<file path="src/rtl/musa_cycle_sequencer.sv">
// Multicycle FETCH/DECODE/EXEC/MEM/WB sequencer for the MUSA core.
// Drives datapath strobes, tracks call depth, and enforces memory-ack timeouts.
module musa_cycle_sequencer #(
    parameter int STACK_DEPTH = 16,
    parameter int MEM_TIMEOUT = 15
) (
    input  logic                                 clk,
    input  logic                                 rst_n,
    input  logic                                 start,
    input  logic [2:0]                           instr_class,
    input  logic                                 branch_taken,
    input  logic                                 imem_ack,
    input  logic                                 dmem_ack,
    output logic                                 imem_req,
    output logic                                 ir_load,
    output logic                                 rf_read,
    output logic                                 alu_en,
    output logic                                 dmem_req,
    output logic                                 dmem_we,
    output logic                                 rf_write,
    output logic                                 wb_sel_mem,
    output logic                                 pc_write,
    output logic [1:0]                           pc_src,
    output logic                                 stack_push,
    output logic                                 stack_pop,
    output logic [$clog2(STACK_DEPTH+1)-1:0]     stack_depth,
    output logic [2:0]                           state,
    output logic                                 halted,
    output logic                                 fault
);

    localparam int DW = $clog2(STACK_DEPTH + 1);
    localparam int CW = $clog2(MEM_TIMEOUT + 1);

    localparam logic [2:0] C_ALU    = 3'd0;
    localparam logic [2:0] C_LOAD   = 3'd1;
    localparam logic [2:0] C_STORE  = 3'd2;
    localparam logic [2:0] C_JUMP   = 3'd3;
    localparam logic [2:0] C_BRANCH = 3'd4;
    localparam logic [2:0] C_CALL   = 3'd5;
    localparam logic [2:0] C_RET    = 3'd6;
    localparam logic [2:0] C_HALT   = 3'd7;

    typedef enum logic [2:0] {
        S_IDLE   = 3'd0,
        S_FETCH  = 3'd1,
        S_DECODE = 3'd2,
        S_EXEC   = 3'd3,
        S_MEM    = 3'd4,
        S_WB     = 3'd5,
        S_HALT   = 3'd6,
        S_FAULT  = 3'd7
    } state_t;

    state_t          state_q, state_d;
    logic [2:0]      class_q, class_d;
    logic [DW-1:0]   depth_q, depth_d;
    logic [CW-1:0]   wait_q,  wait_d;

    always_ff @(posedge clk or negedge rst_n) begin
        if (!rst_n) begin
            state_q <= S_IDLE;
            class_q <= '0;
            depth_q <= '0;
            wait_q  <= '0;
        end else begin
            state_q <= state_d;
            class_q <= class_d;
            depth_q <= depth_d;
            wait_q  <= wait_d;
        end
    end

    always_comb begin
        state_d    = state_q;
        class_d    = class_q;
        depth_d    = depth_q;
        wait_d     = '0;
        imem_req   = 1'b0;
        ir_load    = 1'b0;
        rf_read    = 1'b0;
        alu_en     = 1'b0;
        dmem_req   = 1'b0;
        dmem_we    = 1'b0;
        rf_write   = 1'b0;
        wb_sel_mem = 1'b0;
        pc_write   = 1'b0;
        pc_src     = 2'd0;
        stack_push = 1'b0;
        stack_pop  = 1'b0;
        halted     = 1'b0;
        fault      = 1'b0;

        case (state_q)
            S_IDLE: begin
                if (start) state_d = S_FETCH;
            end
            S_FETCH: begin
                imem_req = 1'b1;
                ir_load  = imem_ack;
                if (imem_ack) begin
                    state_d = S_DECODE;
                end else begin
                    wait_d = wait_q + CW'(1);
                    if (wait_q == CW'(MEM_TIMEOUT - 1)) state_d = S_FAULT;
                end
            end
            S_DECODE: begin
                rf_read = 1'b1;
                class_d = instr_class;
                // Stack over/underflow is caught here so EXEC never issues a bad push/pop.
                if (instr_class == C_HALT)
                    state_d = S_HALT;
                else if (instr_class == C_RET && depth_q == '0)
                    state_d = S_FAULT;
                else if (instr_class == C_CALL && depth_q == DW'(STACK_DEPTH))
                    state_d = S_FAULT;
                else
                    state_d = S_EXEC;
            end
            S_EXEC: begin
                alu_en = 1'b1;
                case (class_q)
                    C_ALU:   state_d = S_WB;
                    C_LOAD,
                    C_STORE: state_d = S_MEM;
                    C_JUMP: begin
                        pc_write = 1'b1;
                        pc_src   = 2'd2;
                        state_d  = S_FETCH;
                    end
                    C_BRANCH: begin
                        pc_write = 1'b1;
                        pc_src   = branch_taken ? 2'd1 : 2'd0;
                        state_d  = S_FETCH;
                    end
                    C_CALL: begin
                        stack_push = 1'b1;
                        pc_write   = 1'b1;
                        pc_src     = 2'd2;
                        depth_d    = depth_q + DW'(1);
                        state_d    = S_FETCH;
                    end
                    C_RET: begin
                        stack_pop = 1'b1;
                        pc_write  = 1'b1;
                        pc_src    = 2'd3;
                        depth_d   = depth_q - DW'(1);
                        state_d   = S_FETCH;
                    end
                    default: state_d = S_FAULT;
                endcase
            end
            S_MEM: begin
                dmem_req = 1'b1;
                dmem_we  = (class_q == C_STORE);
                if (dmem_ack) begin
                    if (class_q == C_STORE) begin
                        pc_write = 1'b1;
                        state_d  = S_FETCH;
                    end else begin
                        state_d  = S_WB;
                    end
                end else begin
                    wait_d = wait_q + CW'(1);
                    if (wait_q == CW'(MEM_TIMEOUT - 1)) state_d = S_FAULT;
                end
            end
            S_WB: begin
                rf_write   = 1'b1;
                wb_sel_mem = (class_q == C_LOAD);
                pc_write   = 1'b1;
                state_d    = S_FETCH;
            end
            S_HALT:  halted = 1'b1;
            S_FAULT: fault  = 1'b1;
            default: state_d = S_FAULT;
        endcase
    end

    assign state       = state_q;
    assign stack_depth = depth_q;

endmodule

</file>
<file path="config.mk">
export PLATFORM = sky130hd
export DESIGN_NAME = musa_cycle_sequencer
export DESIGN_NICKNAME = d
export VERILOG_FILES = /design/src/rtl/musa_cycle_sequencer.sv
export SDC_FILE = /design/constraint.sdc
export NUM_CORES = 1
export LEC_CHECK = 0
export BUFFER_PORTS_ARGS = -buffer_cell sky130_fd_sc_hd__buf_2
export CORE_MARGIN = 4
export CORE_UTILIZATION = 53
export CTS_BUF_LIST = sky130_fd_sc_hd__clkbuf_8
export DETAILED_ROUTE_END_ITERATION = 8
export GPL_TIMING_DRIVEN = 0
export HOLD_SLACK_MARGIN = 0.1
export PLACE_DENSITY = 0.84
export SKIP_CTS_REPAIR_TIMING = 1
export SLEW_MARGIN = 25
export SYNTH_ARGS = -nofsm -noshare
export SYNTH_HDL_FRONTEND = slang
export SYNTH_SLANG_ARGS = --single-unit
</file>
<file path="constraint.sdc">
create_clock -name clk -period 2.25 [get_ports clk]
set_input_delay 0.45 -clock clk [delete_from_list [all_inputs] [get_ports clk]]
set_output_delay 0.45 -clock clk [all_outputs]
set_load 0.03 [all_outputs]
</file>
==> out/metrics.cfg <==
[timing]
drv_slew=0
layout_min_cycle_time_ns=2.07
timing.slew.headroom_pct=76.6
report.final.hold_viol_count=0
rsz0062_at_grt=false
totalNegativeSetupSlack_ns=0
max_freq_ghz=0.483
hold-worst-slack_ns=0.0931
final_critical_path_setup_slack_ns=0.178
final_min_period_over_clock_period_pct=92.1
worstMarginPinSlew_ns=0.342
skew_ns=0.00343
final-setup-viol-count=0

[cells_and_area]
nNetsFinal=173
n_fill_cell=159
count_of_inserted_antenna_diode_cells=0
layout.cells.most_common_list=32 x buf_2, 15 x nor2_1, 15 x dfrtp_1, 8 x inv_1
mostFrequentLayoutCell=buf_2
finalNonFillerCells=184
areaGrowthSynthToFinish_pct=21.9
fraction_of_layout_instances_using_a_drive_strength_above_1_pct=35.0

[detailed_routing]
firstDrtPassIters=4
totalWireLength_mm=2.65
vias_per_cell=5.59
detail_route.drc_violations=0
drt_iter0_markers=10
antenna_left=0
wire_per_inst_um=14.4
dr_total_vias=1028

[clock_network]
cts.sink_count=15
cts_made_buffers=3
insertion_delay_ns=0.25
cts_tree=yes
root_buffer_cell=clkbuf_8
htree_levels=1
clkTransAtPathRegs_ns=0.07
clk_path_buf_depth=2

[logic_synthesis]
synth_seq_area_share_pct=33.3
yosys.area.top_type=dfrtp_1
syn_avg_cell_area_um2=9.23
ys_types=46
combined_area_of_all_synthesized_cells_mm2=0.00113
synthCells=122
synth-warning-count=0
mappedNetlistNets=137
synthTopCellsByArea=dfrtp_1 33%, ha_1 5.6%, nor2_1 5.3%
post-synth-top-area-fraction_pct=33.3
yosys_register_bits=15
async_flop_share_pct=100
number_of_enable_type_register_cells_in_the_synthesized_netlist=0
synth_top_flop_cell=dfrtp_1

[global_route]
wire_length_of_the_first_global_routing_pass_mm=4.28
vias_in_the_first_global_route=1036
groute.layer.met3.usage_pct=4.99
gr-usage-met2_pct=35.9
grt_start_max_net_pins=16
gr-total-overflow=0
grtUsageTotal_pct=20.6
grt_antenna_before_repair=0
grt.busiest_layer=met2
grt_use_met1_pct=22.3

[floorplan]
dieWidth_um=54.1
row_count=16
die_area_mm2=0.00293
fp.coreArea_mm2=0.00198
initial_utilization_pct=56.8
top_level_ports=32
die_height_um=54.1

[hold_path]
holdCritPathClass=in -> async

[power_and_ir_drop]
cellPowerDensity_mw_per_mm2=377
cellLeakagePower_uw=0.000725
vdd_ir_drop_max_uv=365

[run]
timing.max_cap.violations=0

[worst_setup_path]
worst-path-max-fanout=10
critPathRequiredTime_ns=1.80
critical_path_class=reg -> out
r2r.worst_path.cells=7
setup.worst_path.end_class=output pin
start_kind=register
worstPathArrival_ns=1.62

[placed_design]
dp_cells=180
routability_congestion_estimate=0.806
detailed_place_hpwl_mm=2.05
place_ws_ns=0.287
portBuffers=31

[run_status]
run_status=finished clean

through the flow:
step                      cell area, um2  total power, uW  utilization (%)
after floorplan                     1130              280                -
after global placement              1320              294             66.8
after detailed placement            1320              295             66.8
after CTS                           1370              521             69.3
after global routing                1370              535             69.3
final                               1370              518             69.3
cell type report:
cell class	count	area [um2]	area share, %
multi-input combinational	92	683	49.8
buffer	6	42.5	3.10
sequential	15	375	27.3
clock inverter	1	7.51	0.547
inverter	9	33.8	2.46
tap	27	33.8	2.46
timing repair buffer	31	155	11.3
clock buffer	3	41.3	3.01
critical path: stages, from the launching register on:
cell     delay, ns
dfrtp_1       0.41
buf_4         0.19
nor3b_1       0.28
and2_2        0.20
a21o_1        0.11
buf_2         0.19
cells by family after synthesis:
logic type      Yosys count  synth area share, %
simple gates             51                 27.3
compound gates           24                 14.2
buf+inv                  15                 6.78
flops                    15                 33.3
xor+xnor                  7                 7.11
fa+ha+maj                 6                 7.33
mux                       4                 3.89
worst paths after layout:
kind | from | to | slack [ns]
max | class_q[2]$_DFFE_PN0P_ | pc_write | 0.18
min | rst_n | stack_depth[2]$_DFFE_PN0P_ | 0.09
max reg2reg | class_q[0]$_DFFE_PN0P_ | stack_depth[4]$_DFFE_PN0P_ | 0.28
min reg2reg | wait_q[0]$_DFF_PN0_ | wait_q[0]$_DFF_PN0_ | 0.49
max in group asynchronous | rst_n | class_q[0]$_DFFE_PN0P_ | 1.90
min in group clk | instr_class[0] | class_q[0]$_DFFE_PN0P_ | 0.48
synthesized netlist by cell type (3+ instances only):
| cell type | n |
|---|---|
| buf_4 | 3 |
| o21ai_0 | 7 |
| a21o_1 | 3 |
| dfrtp_1 | 15 |
| nand2_1 | 7 |
| a21oi_1 | 5 |
| xor2_1 | 4 |
| ha_1 | 5 |
| mux2_2 | 3 |
| inv_1 | 8 |
| and2_1 | 4 |
| nor2_1 | 16 |
| nand2b_1 | 3 |
metal layers:
| metal | routed length (um) | part of all wire (%) | vias up |
|---|---|---|---|
| met5 | 0 | 0 | - |
| met4 | 99 | 3.7 | 0 |
| met3 | 178 | 6.7 | 11 |
| met2 | 1340 | 50 | 38 |
| met1 | 1040 | 39 | 483 |
| li1 | - | - | 496 |
sequential cells by signal (all words and copies together), names as in the netlist:
signal	cells
class_q	3
state	3
stack_depth	5
wait_q	4
power breakdown:
part	switching [uW]	total [uW]	internal [uW]
combinational	12.4	20.2	7.79
clock	103	228	125
sequential	0	270	270
total	116	518	402
(Power assumes the default switching activity.)
